<file path="config.mk">
export PLATFORM = sky130hd
export DESIGN_NAME = rnn_cell_param
export DESIGN_NICKNAME = d
export VERILOG_FILES = /design/src/rtl/rnn_pkg.sv /design/src/rtl/rnn_mac.sv /design/src/rtl/rnn_cell_param.sv
export SDC_FILE = /design/constraint.sdc
export NUM_CORES = 2
export LEC_CHECK = 0
export CORE_AREA = 3 3 276 278
export DETAILED_ROUTE_END_ITERATION = 7
export DIE_AREA = 0 0 279 281
export GPL_TIMING_DRIVEN = 1
export MAX_ROUTING_LAYER = met4
export PLACE_DENSITY = 0.68
export SLEW_MARGIN = 5
export SYNTH_ARGS = -nofsm -noshare
export SYNTH_HDL_FRONTEND = slang
export SYNTH_SLANG_ARGS = --single-unit
</file>
<file path="constraint.sdc">
create_clock -name clk -period 26.3 [get_ports clk]
set_clock_uncertainty 0.1 [all_clocks]
set_input_delay 5.26 -clock clk [delete_from_list [all_inputs] [get_ports clk]]
set_output_delay 5.26 -clock clk [all_outputs]
set_load 0.05 [all_outputs]
</file>
<file path="src/rtl/rnn_pkg.sv">
// rnn_pkg: shared types, register addresses, FSM states and status bit positions for rnn_cell_param
package rnn_pkg;
  localparam int DW_DEFAULT = 16;
  typedef logic signed [DW_DEFAULT-1:0] elem_t;
  localparam logic [2:0] ADDR_CTRL = 3'd0;
  localparam logic [2:0] ADDR_X = 3'd1;
  localparam logic [2:0] ADDR_W = 3'd2;
  localparam logic [2:0] ADDR_U = 3'd3;
  localparam logic [2:0] ADDR_B = 3'd4;
  localparam logic [2:0] ADDR_HRD = 3'd5;
  localparam int ST_BUSY = 0;
  localparam int ST_DONE = 1;
  localparam int ST_OVF = 2;
  typedef enum logic [1:0] {IDLE, RUN, COMMIT} state_t;
endpackage

</file>
<file path="src/rtl/rnn_mac.sv">
// rnn_mac: bias-loaded multiply-accumulator with output formatting; RNN_SAT_EN selects saturation instead of wrap
module rnn_mac #(
  parameter int DW = 16,
  parameter int ACC_W = 40
) (
  input  logic clk,
  input  logic rst,
  input  logic load,
  input  logic en,
  input  logic signed [DW-1:0] bias,
  input  logic signed [DW-1:0] a,
  input  logic signed [DW-1:0] b,
  output logic signed [DW-1:0] res,
  output logic sat
);
  logic signed [ACC_W-1:0] acc, sum;
  logic signed [2*DW-1:0] prod;
  logic hi, lo;
  assign prod = {{DW{a[DW-1]}}, a} * {{DW{b[DW-1]}}, b};
  assign sum = acc + {{(ACC_W-2*DW){prod[2*DW-1]}}, prod};
  assign hi = !sum[ACC_W-1] && |sum[ACC_W-2:DW-1];
  assign lo = sum[ACC_W-1] && !(&sum[ACC_W-2:DW-1]);
`ifdef RNN_SAT_EN
  assign res = hi ? {1'b0, {(DW-1){1'b1}}} : lo ? {1'b1, {(DW-1){1'b0}}} : sum[DW-1:0];
  assign sat = hi || lo;
`else
  assign res = sum[DW-1:0];
  assign sat = 1'b0;
  logic unused_range;
  assign unused_range = hi ^ lo;
`endif
  // accumulator: bias preload at row start, exact accumulation otherwise
  always_ff @(posedge clk or posedge rst)
    if (rst) acc <= '0;
    else acc <= load ? {{(ACC_W-DW){bias[DW-1]}}, bias} : en ? sum : acc;
endmodule

</file>
<file path="src/rtl/rnn_cell_param.sv">
// rnn_cell_param: parametrised Elman RNN cell behind an Avalon-MM-style slave; RNN_SAT_EN enables saturating outputs
module rnn_cell_param
  import rnn_pkg::*;
#(
  parameter int EMB_DIM = 2,
  parameter int HID_DIM = 4,
  parameter int DW = 16,
  parameter int ACC_W = 40
) (
  input  logic clk,
  input  logic rst,
  input  logic read,
  input  logic write,
  input  logic [31:0] addr,
  input  logic [31:0] data_in,
  output logic [31:0] data_out
);
  localparam int NT = EMB_DIM + HID_DIM;
  typedef logic signed [DW-1:0] el_t;
  el_t x [EMB_DIM];
  el_t w [EMB_DIM][HID_DIM];
  el_t u [HID_DIM][HID_DIM];
  el_t b [HID_DIM];
  el_t h_old [HID_DIM];
  el_t h_new [HID_DIM];
  el_t op_a, op_b, b_nx, mac_bias, res, h_rd;
  state_t state, state_nx;
  logic [8:0] k;
  logic [7:0] j, rd_idx;
  logic busy, done, ovf, sat, wr_ok, start, clr_h, last_k, last_j, mac_load, mac_en;
  logic unused_bits;
  assign unused_bits = ^{addr[31:3], data_in, sat};
  assign busy = state != IDLE;
  assign wr_ok = write && !busy;
  assign start = wr_ok && addr[2:0] == ADDR_CTRL && data_in[0];
  assign clr_h = wr_ok && addr[2:0] == ADDR_CTRL && data_in[1];
  assign last_k = k == 9'(NT - 1);
  assign last_j = j == 8'(HID_DIM - 1);
  assign mac_load = start || (state == RUN && last_k && !last_j);
  assign mac_en = state == RUN && !last_k;
  assign mac_bias = start ? b[0] : b_nx;
  rnn_mac #(.DW(DW), .ACC_W(ACC_W)) mac (
    .clk(clk), .rst(rst), .load(mac_load), .en(mac_en), .bias(mac_bias),
    .a(op_a), .b(op_b), .res(res), .sat(sat)
  );
  // state register
  always_ff @(posedge clk or posedge rst)
    if (rst) state <= IDLE;
    else state <= state_nx;
  // next state: IDLE -> RUN on START, RUN -> COMMIT after the last term of the last row
  always_comb begin
    state_nx = (state == IDLE && start) ? RUN :
               (state == RUN && last_k && last_j) ? COMMIT :
               (state == COMMIT) ? IDLE : state;
  end
  // operand selection: input terms first, then recurrent terms from h_old; bias of the next row
  always_comb begin
    op_a = '0;
    op_b = '0;
    b_nx = '0;
    for (int i = 0; i < EMB_DIM; i++)
      for (int c = 0; c < HID_DIM; c++)
        if (k == 9'(i) && j == 8'(c)) begin
          op_a = x[i];
          op_b = w[i][c];
        end
    for (int i = 0; i < HID_DIM; i++)
      for (int c = 0; c < HID_DIM; c++)
        if (k == 9'(EMB_DIM + i) && j == 8'(c)) begin
          op_a = h_old[i];
          op_b = u[i][c];
        end
    for (int c = 0; c < HID_DIM; c++)
      if (j + 8'd1 == 8'(c)) b_nx = b[c];
  end
  // parameter and input storage; frozen while busy except the read-back index
  always_ff @(posedge clk or posedge rst)
    if (rst) begin
      for (int i = 0; i < EMB_DIM; i++) begin
        x[i] <= '0;
        for (int c = 0; c < HID_DIM; c++) w[i][c] <= '0;
      end
      for (int i = 0; i < HID_DIM; i++) begin
        b[i] <= '0;
        for (int c = 0; c < HID_DIM; c++) u[i][c] <= '0;
      end
      rd_idx <= '0;
    end else if (write) begin
      if (addr[2:0] == ADDR_HRD) rd_idx <= data_in[7:0];
      if (!busy) begin
        for (int i = 0; i < EMB_DIM; i++) begin
          if (addr[2:0] == ADDR_X && data_in[31:16] == 16'(i)) x[i] <= data_in[DW-1:0];
          for (int c = 0; c < HID_DIM; c++)
            if (addr[2:0] == ADDR_W && data_in[31:24] == 8'(i) && data_in[23:16] == 8'(c)) w[i][c] <= data_in[DW-1:0];
        end
        for (int i = 0; i < HID_DIM; i++) begin
          if (addr[2:0] == ADDR_B && data_in[31:16] == 16'(i)) b[i] <= data_in[DW-1:0];
          for (int c = 0; c < HID_DIM; c++)
            if (addr[2:0] == ADDR_U && data_in[31:24] == 8'(i) && data_in[23:16] == 8'(c)) u[i][c] <= data_in[DW-1:0];
        end
      end
    end
  // sequencing and double-buffered hidden state
  always_ff @(posedge clk or posedge rst)
    if (rst) begin
      for (int i = 0; i < HID_DIM; i++) begin
        h_old[i] <= '0;
        h_new[i] <= '0;
      end
      k <= '0;
      j <= '0;
      done <= 1'b0;
    end else begin
      if (clr_h)
        for (int i = 0; i < HID_DIM; i++) begin
          h_old[i] <= '0;
          h_new[i] <= '0;
        end
      if (start) begin
        k <= '0;
        j <= '0;
        done <= 1'b0;
      end
      if (state == RUN) begin
        k <= last_k ? '0 : k + 9'd1;
        if (last_k) begin
          for (int c = 0; c < HID_DIM; c++)
            if (j == 8'(c)) h_new[c] <= res;
          j <= j + 8'd1;
        end
      end
      if (state == COMMIT) begin
        h_old <= h_new;
        done <= 1'b1;
      end
    end
`ifdef RNN_SAT_EN
  // sticky overflow: any clamped row result since the last START
  always_ff @(posedge clk or posedge rst)
    if (rst) ovf <= 1'b0;
    else if (start) ovf <= 1'b0;
    else if (state == RUN && last_k && sat) ovf <= 1'b1;
`else
  assign ovf = 1'b0;
`endif
  // read-back selection of the committed hidden state
  always_comb begin
    h_rd = '0;
    for (int i = 0; i < HID_DIM; i++)
      if (rd_idx == 8'(i)) h_rd = h_old[i];
  end
  // registered read data, held when no read
  always_ff @(posedge clk or posedge rst)
    if (rst) data_out <= '0;
    else if (read) data_out <= addr[2:0] == ADDR_CTRL ? {29'b0, ovf, done, busy} :
                               addr[2:0] == ADDR_HRD ? 32'(h_rd) : '0;
endmodule

</file>
==> impl_metrics.ini <==
[global_routing]
grt_use_total_pct = 29.1
grt_pass1_wl_um = 171000
grt_max_degree = 176
antenna_found_initial = 0
grt_pass1_vias = 28000
overflow = 0

[cts]
insertion_delay_ns = 0.62
clockRootBuffer = clkbuf_16
clk_pin_slew_ns = 0.06
ctsResizeCount = 0
cts_max_path_buffers = 3
cts_buffers = 72
cts_sinks = 668
htreeDepth = 3
cts_setup_buffers = 0
cts_hold_buf = 0
cts_tree = done

[critical_path]
cpMostUsedCell = inv_1
crit_arrival_ns = 11.92
worstRegToRegCells = 37
setup.worst_path.start_class = register
crit_fanout = 17
worst_setup_path_end_kind = register
critPathSlowestCell = a2111oi_2
worstPathRequired_ns = 26.67
criticalPathCategory = reg2reg
reg2reg_to = h_new[47]$_DFF_PP0_
max_stage_delay_ns = 0.87
r2r_slack_ns = 14.74
r2r_start = j[4]$_DFF_PP0_

[yosys]
syn-num-nets = 3865
synth_warnings = 0
syn_area_per_cell_um2 = 10.1
synth_edf_count = 0
ys_seq_area_share_pct = 45.4
synth_ff_type = dfrtp_1
synthArstFlopShare_pct = 100
syn_inst = 3631
post_synth_num_cell_types = 82
ys_seq_elements = 668
netlist_area_um2 = 36900

[run_status]
run_status = finished, final reports clean

[route]
route.detailed.drc = 0
drt_wl_total_um = 111000
wire_per_inst_um = 23.9
ant_nets = 0
dr.pass1.iters = 6
viasPerCell = 6.15
vias = 28500
drt_iter0_drc = 2905

[sta]
slew_headroom_pct = 18.5
setup_viol = 0
fmax_mhz = 86.5
hold_viol = 0
finalHoldWorstSlack_ns = 0.347
fin_crit_sh_pct = 43.9
drv_slew = 0
tns_ns = 0
rsz0062_at_grt = false
finalCriticalPeriod_ns = 11.56
tightest_slew_ns = 1.19

[hold_path]
hold_class = reg2reg
hp-start = h_new[50]$_DFF_PP0_
min_to = h_old[50]$_DFFE_PP0P_
hold_path_depth = 2

[placement]
place_area_um2 = 38500
place_congestion = 0.898
hpwl_um = 71500
port_buffers = 70

[floorplan]
die_h_um = 281
core-area_um2 = 74200
start_util_pct = 49.7
ios = 100
die_area_um2 = 78400
die_x_um = 279
num_rows = 100

[run]
max-cap-violations = 0

[pwr]
leakage_nw = 19.7
power_switching_mw = 0.849
pwr-share-comb_pct = 21.2
power_density_nw_per_um2 = 65.5
p_seq_share_pct = 39.9
ir_drop_mv = 0.0459
p_clk_share_pct = 39.0
switching_share_pct = 31.6
internal-power_mw = 1.83

[layout]
register_area_um2 = 16700
multi_input_area_um2 = 18400
nets = 3838
fillers = 6451
area_growth_syn_to_layout_pct = 11.1
drive_gt1_share_pct = 20.9
fin_area_um2 = 41000
-- cells by family after synthesis --
kind of cell	after synthesis	share of synthesized area, %
fa+ha+maj	166	7.27
simple gates	1015	12.5
buf+inv	455	4.86
compound gates	768	13.1
xor+xnor	49	1.42
mux	510	15.6
flops	668	45.4
-- cells in the mapped netlist, types with 9 or more instances --
cell / count / area (um2)
dfrtp_1: 668 / 16700
mux2_2: 501 / 5640
nand2_1: 417 / 1570
o21ai_0: 258 / 1290
clkbuf_1: 216 / 811
nor2_1: 201 / 754
inv_1: 182 / 683
nand3_1: 167 / 836
a21oi_1: 164 / 821
ha_1: 86 / 1080
fa_1: 80 / 1600
o22ai_1: 51 / 319
o211ai_1: 45 / 338
and2_1: 44 / 275
nor3_1: 41 / 205
a22oi_1: 39 / 293
nor2b_1: 36 / 225
xnor2_1: 32 / 280
a31oi_1: 26 / 163
a221oi_1: 25 / 219
and3_1: 24 / 150
nand2b_1: 24 / 150
buf_1: 22 / 82.6
o221ai_1: 22 / 193
buf_2: 19 / 95.1
o21a_1: 19 / 143
buf_4: 16 / 120
a21o_1: 11 / 82.6
a211oi_1: 10 / 75.1
nand4_1: 10 / 62.6
o21bai_1: 10 / 75.1
xor2_1: 10 / 87.6
mux2i_1: 9 / 90.1
o31ai_1: 9 / 67.6
-- how the worst max path moves through the flow --
| stage | cells past startpoint | endpoint | slack (ns) | from |
|---|---|---|---|---|
| after CTS | 37 | h_new[47]$_DFF_PP0_ | 15.01 | j[4]$_DFF_PP0_ |
| after global routing | 37 | h_new[47]$_DFF_PP0_ | 14.25 | j[6]$_DFF_PP0_ |
| after detailed placement | 37 | h_new[47]$_DFF_PP0_ | 15.08 | j[4]$_DFF_PP0_ |
| final | 37 | h_new[47]$_DFF_PP0_ | 14.74 | j[4]$_DFF_PP0_ |
| after floorplan | 1 | b[0]$_DFFE_PP0P_ | 2.22 | rst |
| after global placement | 31 | h_new[47]$_DFF_PP0_ | 15.25 | j[4]$_DFF_PP0_ |
-- power groups by stage --
stage / registers [mW] / clock network (mW) / logic [mW]
floorplan: 1.08 / 0 / 0.340
global placement: 1.09 / 0 / 0.550
detailed placement: 1.09 / 0 / 0.554
CTS: 1.07 / 1.06 / 0.557
global route: 1.07 / 1.10 / 0.603
finish: 1.07 / 1.04 / 0.568
-- sequential cells by signal, summed over array words and instances, names as in the netlist --
register,cells
b,64
data_out,16
done,1
h_new,64
h_old,64
j,8
k,9
mac.acc,16
rd_idx,8
state,2
u,256
w,128
x,32
-- placed cells by master, fill, tap and decap left out, drive strengths merged, types with 10 or more instances in the layout --
cell and count:
nand2b 24, mux2 501, dfrtp 668, a21oi 164, a22oi 39, nor2b 36
nor2 206, and2 48, o211ai 45, fa 80, buf 103, a31oi 27
nand4 11, a211oi 10, o21ai 263, nor3 44, nand2 417, a221oi 27
xnor2 33, ha 86, o21bai 10, a21o 11, o221ai 22, nand3 167
clkdlybuf4s50 69, o22ai 51, o21a 19, inv 185, clkinv 16, clkbuf 102
xor2 10, and3 24
-- worst max-delay path: cells and delay by family (launching register included) --
kind | cells | cell delay [ns]
simple gates | 8 | 3.24
fa+ha+maj | 8 | 2.94
xor+xnor | 2 | 0.84
buf+inv | 7 | 0.53
flops | 1 | 0.43
compound gates | 12 | 3.27
-- per-stage QoR --
step,power (mW),utilization [%],instances,worst slack (ns)
after detailed placement,1.64,51.9,4499,15.08
final,2.68,55.2,4630,14.74
after floorplan,1.42,-,3631,2.22
after global routing,2.77,55.2,4628,14.25
after global placement,1.64,51.9,4499,15.25
after CTS,2.68,55.2,4628,15.01
-- area by class of cell --
class / count / share of cell area, %
inverter: 182 / 1.69
antenna: 2 / 0.0122
sequential: 668 / 40.8
clock buffer: 102 / 5.21
tap: 969 / 2.96
multi-input combinational: 2508 / 45.0
clock inverter: 27 / 0.709
timing repair buffer: 172 / 3.63
-- routing by layer --
metal,track usage [%],vias to the layer above,wire length (um)
met5,-,-,0
met4,11.4,0,4550
met3,4.27,241,7550
met2,45.6,1115,51500
met1,38.6,14500,47200
li1,-,12600,-
Power figures use the tool's default switching activity.
